## src/rtl/queue_credit_arbiter.sv

```systemverilog
// Two-requester round-robin arbiter feeding a shared Queue under credit flow control.
// Optional simulation checkers: define QUEUE_CREDIT_ARBITER_ASSERT_EN.
module queue_credit_arbiter #(
    parameter int DATA_W = 32,
    parameter int DEPTH  = 2,
    parameter int CNT_W  = 2
) (
    input  logic              clock,
    input  logic              reset_n,
    input  logic              req0_valid,
    output logic              req0_ready,
    input  logic [DATA_W-1:0] req0_data,
    input  logic              req1_valid,
    output logic              req1_ready,
    input  logic [DATA_W-1:0] req1_data,
    output logic              enq_valid,
    output logic [DATA_W-1:0] enq_data,
    output logic              enq_src,
    input  logic              credit_ret,
    output logic [CNT_W-1:0]  credits,
    output logic              idle
);

    localparam logic [CNT_W-1:0] FULL_CREDITS = CNT_W'(DEPTH);

    logic              ptr;
    logic              have_credit;
    logic              grant0;
    logic              grant1;
    logic              xfer;
    logic [CNT_W-1:0]  credits_next;
    logic [DATA_W-1:0] sel_data;

    // Ready equals grant, so a grant against a valid request is always a transfer.
    always_comb begin
        have_credit = (credits != '0);
        grant0      = have_credit && req0_valid && (!req1_valid || !ptr);
        grant1      = have_credit && req1_valid && (!req0_valid ||  ptr);
        xfer        = grant0 || grant1;
        sel_data    = grant1 ? req1_data : req0_data;
    end

    assign req0_ready = grant0;
    assign req1_ready = grant1;

    always_comb begin
        credits_next = credits;
        if (xfer && !credit_ret) begin
            credits_next = credits - 1'b1;
        end else if (!xfer && credit_ret && (credits != FULL_CREDITS)) begin
            credits_next = credits + 1'b1;
        end
    end

    always_ff @(posedge clock or negedge reset_n) begin
        if (!reset_n) begin
            credits   <= FULL_CREDITS;
            ptr       <= 1'b0;
            enq_valid <= 1'b0;
            enq_data  <= '0;
            enq_src   <= 1'b0;
        end else begin
            credits   <= credits_next;
            enq_valid <= xfer;
            if (xfer) begin
                enq_data <= sel_data;
                enq_src  <= grant1;
                ptr      <= ~grant1;
            end
        end
    end

    assign idle = (credits == FULL_CREDITS) && !enq_valid;

`ifdef QUEUE_CREDIT_ARBITER_ASSERT_EN
`ifndef SYNTHESIS
    wire print_ok = 1'b1;
    wire stop_ok  = 1'b1;

    // Entries already resident in the Queue, excluding the beat being enqueued now.
    int resident;
    always_comb resident = DEPTH - int'(credits) - int'(enq_valid);

    always @(posedge clock) begin
        if (reset_n) begin
            if (credit_ret && (credits == FULL_CREDITS) && !xfer) begin
                if (print_ok) $display("credit overflow");
                if (stop_ok)  $fatal(1, "credit overflow");
            end
            if (enq_valid && (resident == DEPTH)) begin
                if (print_ok) $display("enqueue while full");
                if (stop_ok)  $fatal(1, "enqueue while full");
            end
            if (req0_ready && req1_ready) begin
                if (print_ok) $display("double grant");
                if (stop_ok)  $fatal(1, "double grant");
            end
        end
    end
`endif
`endif

endmodule
```

## config.mk

```make
export PLATFORM = sky130hd
export DESIGN_NAME = queue_credit_arbiter
export DESIGN_NICKNAME = d
export VERILOG_FILES = /design/src/rtl/queue_credit_arbiter.sv
export SDC_FILE = /design/constraint.sdc
export NUM_CORES = 1
export LEC_CHECK = 0
export CAP_MARGIN = 25
export CORE_MARGIN = 2
export CORE_UTILIZATION = 39
export DETAILED_ROUTE_END_ITERATION = 16
export PLACE_DENSITY_LB_ADDON = 0.12
export SETUP_SLACK_MARGIN = 0.5
export SLEW_MARGIN = 20
export SYNTH_ARGS = -nofsm -noshare
export SYNTH_HDL_FRONTEND = slang
export SYNTH_SLANG_ARGS = --single-unit
```

## constraint.sdc

```tcl
create_clock -name clock -period 4.6 [get_ports clock]
set_input_delay 0.92 -clock clock [delete_from_list [all_inputs] [get_ports clock]]
set_output_delay 0.92 -clock clock [all_outputs]
set_load 0.05 [all_outputs]
```

Yosys cells after proc, flatten, opt, wreduce, memory -nomap -nowiden
Cells that the tools add are included.

word-level totals
  bits in registers = 37
  bits of input ports = 69
  output and inout port bits = 39
  logic and storage cells = 32

operators by class
  add/subtract/negate cells = 2
  eq/ne operators = 2
  multiplexer cells = 3
  bitwise operators = 1
  reductions and logical operators = 19

operator list
  kind                                               count
  2-to-1 mux 32 bit                                  1
  logical AND 1 bit                                  8
  logical NOT 1 bit                                  6
  2-to-1 mux 2 bit                                   2
  nonzero test 2 bit                                 2
  logical OR 1 bit                                   3
  adder 2 x 1 -> 2 bit (second input constant)       1
  equality test 2 bit (second input constant)        1
  != test 2 bit (second input constant)              1
  subtractor 2 x 1 -> 2 bit (second input constant)  1
  NOT 1 bit                                          1

Logic depth before layout (Yosys ltp)
  word-level depth = 9
  gate-level depth with buffers = 6
  depth with buffers taken out = 4

Worst setup path after synthesis
Ideal clock, no wire load.

  kind = register to output
  start point = register credits[0]
  end point = output port idle
  arrival time = 1986 ps
  path slack = 1694 ps
  stages on the path, launching flop included = 3
  buffers on the path = 1
  path through = dfrtp_1 -> buf_2 -> nor3b_1

on the way
  word-level cells in the longest chain between the ends = 2

RTL lines
  element                   RTL line  source
  start: declaration        20        output logic [CNT_W-1:0] credits,
  start signal: assignment  63        credits <= credits_next;
  equality test 2 bit       73        assign idle = (credits == FULL_CREDITS) && !enq_valid;
  logical AND 1 bit         73
  end: declaration          21        output logic idle

No other way between the ends.

Worst setup path after layout
  start point = input port req0_valid
  end point = output port req1_ready

on the way
  word-level cells in the longest chain between the ends = 3

RTL lines
  element             RTL line  source
  start: declaration  10        input logic req0_valid,
  logical NOT 1 bit   38        grant1 = have_credit && req1_valid && (!req0_valid || ptr);
  logical OR 1 bit    38
  logical AND 1 bit   38
  end: declaration    14        output logic req1_ready,

No other way between the ends.

==> impl_results.md <==
* Die H at approximately 70 um
* Dpl ws at about 0.93 ns
* Asr flop ratio synth at 100.0%
* Routed len/inst at 16.04 um
* Crit Path Category: primary input to primary output
* IO Port Bufs at 107
* Initial antenna violation count at 0
* Setup Skew at around 0.0028 ns
* H-tree depth at 2
* Max Cap Violations at 0
* Total CTS buffers at 5
* Core region area at between 4000 and 5000 sq um
* Avg Cell Area, Syn at approximately 12 sq um
* Initial DRT Pass Iterations at 4
* YS warnings at 0
* Worst Slack Setup Final at between 0.9 and 1 ns
* Top cells by area, synth: dfrtp_1, a221o_1, and2_1, buf_6, buf_2
* Number of hold violations in the final report at 0
* First-pass GRT wire length at approximately 7800 um
* Initial Util at about two fifths
* Setup Viol. Count Final at 0
* Routed via count at 1548
* RSZ-0062 raised after global routing: no
* Detail Route Antenna Nets at 0
* DP HPWL at about 3300 um
* CTS resizes at 0
* Metal2 WL at about 2300 um
* Placement Rows at 24
* Synth top area share at around 53%
* Clock root buffer: clkbuf_8
* CTS Buffer Depth at 2
* DR vias/cell at 5.177
* RePlAce Congestion at 0.7859
* Clk Latency, worst-skew pair at ~0.29 ns
* Die Wd at approximately 70 um
* DR iter-0 viols at approximately 110
* Die area at between 4000 and 5000 sq um
* Tcrit/Tclk final at 79.76%
* DRT Wirelength at 4797 um
* I/O pin count at 108
* Startpoint types: primary input
* Achievable Freq at ~0.27 GHz
* Metal3 WL at between 300 and 400 um
* Commonest cells post-synth: dfrtp_1, and2_1, a221o_1
* Largest net degree at the start of global routing at 38
* Power Density at slightly below 800 nW/um^2
* Clock Sinks at 37
* Least-Margin Pin Slew at between 0.8 and 0.9 ns
* Distinct cells, synth at 25
* ANT cells at 0
* Top Metal Used: met4
* Worst-case vdd ir drop at ~0.36 mV
* Cell with the most instances after synthesis: dfrtp_1
* Synthesized Nets at 209
* #FFs+latches synth at 37
* Overflow after GRT at 0
* Status: complete, no violations
* Setup crit end kind: primary output
* Final net count at ~320
* Cells after Synth at 140
* Final min period at roughly 3.7 ns
* # Post-CTS Setup Buffers at 0
* CTS tree: yes
* Met1 Wirelength at about 2100 um
* Hold Worst Slack at between 0.4 and 0.5 ns
* Area Overhead vs Synth at 68.94%
* Leak at between 1 and 1.5 nW
* Synth area leader: dfrtp_1
* GR Util All Layers at 20.24%
* Setup tns final at 0 ns
* Worst Path Arrival at about 2.8 ns
* Filler instances at ~380
* Critical Path RT at roughly 3.7 ns
* Clock slew at reported path FFs at 0.07 ns
* Drt drc at 0
* Number of global-route vias before repair at approximately 1600
* Most common flop cell mapped by yosys: dfrtp_1
* EDFF count, synth at 0
* Crit Path Max Fanout at 5
* Hold buffer count at CTS at 0
* Hold/Removal Path Class: register to register
* Slew Limit Fails at 0
* Synthesized area at between 1500 and 2000 sq um
* Seq/Total Area, Yosys at between 50% and 60%
* Relative slew slack at ~45%
* Share of layout cells above drive strength 1 at 7.692%
==> sequential cells by signal, summed over array words and instances, names as in the netlist <==
name	cells
ptr	1
enq_data	32
enq_src	1
credits	2
enq_valid	1
==> critical path, cell delays in order <==
cell and delay (ns):
clkdlybuf4s50_1 0.48, and2b_1 0.23, or2_4 0.26, inv_2 0.07
clkdlybuf4s50_1 0.79
==> per-stage QoR <==
stage               area, sq um  instances  power [mW]  util (%)
floorplan                  1704        140       1.524         -
global placement           2789        291       1.992     64.95
detailed placement         2789        291       1.995     64.95
CTS                        2879        299       2.241     67.05
global route               2879        299       2.329     67.05
finish                     2879        299       2.218     67.05
==> power by group <==
part	internal, mW	switching [mW]	leakage (nW)
clock network	0.122	0.112	0.0455
registers	0.489	0.101	0.446
logic	0.526	0.867	0.686
total	1.14	1.08	1.18
==> layer usage <==
metal  up-vias  global-route usage, %
li1        738                      -
met5         -                      0
met3         5                  5.195
met1       742                  26.73
met4         0                  7.051
met2        63                  32.38
==> kinds of logic after synthesis <==
group / count (synthesis) / share of synthesized area, %
compound gates: 41 / 22.25
xor+xnor: 2 / 1.028
buf+inv: 13 / 4.626
flops: 37 / 54.41
mux: 3 / 1.836
simple gates: 44 / 15.86
==> path summary, 6_finish.rpt <==
| path | startpoint | end | slack (ns) | depth (start not counted) |
|---|---|---|---|---|
| min in group asynchronous | reset_n | enq_data[2] | 0.72 | 1 |
| hold reg to reg | ptr | ptr | 0.49 | 1 |
| max in group asynchronous | reset_n | enq_data[21] | 3.36 | 1 |
| hold / removal | ptr | ptr | 0.49 | 1 |
| setup reg to reg | credits[1] | enq_data[6] | 2.86 | 5 |
| setup / recovery | req0_valid | req1_ready | 0.93 | 5 |
==> placed cells by master (no fill, tap or decap) <==
cell type / count
nand3b_1: 3
and2_1: 31
and2b_1: 1
o21ai_2: 1
o21a_1: 1
nor3_1: 3
buf_2: 1
nor3b_1: 1
clkbuf_8: 6
o21ai_4: 1
dfrtp_1: 36
nor2_1: 1
dfstp_2: 1
clkbuf_1: 2
o21ai_1: 1
xnor2_1: 2
a221o_1: 29
inv_2: 2
nor2_2: 1
buf_4: 3
mux2_2: 1
o21ai_0: 4
or2_4: 1
o22ai_2: 1
clkdlybuf4s50_1: 106
mux2i_1: 2
nand2_1: 2
a31oi_1: 3
==> area by class of cell <==
cell class	count	area (sq um)	area share, %
repair buffers	110	1089	37.81
multi-input cells	90	700.7	24.34
clock buffers	8	90.09	3.129
flip-flops and latches	37	927.1	32.20
well taps	52	65.06	2.260
inverters	2	7.507	0.2608
(Power assumes the default switching activity.)
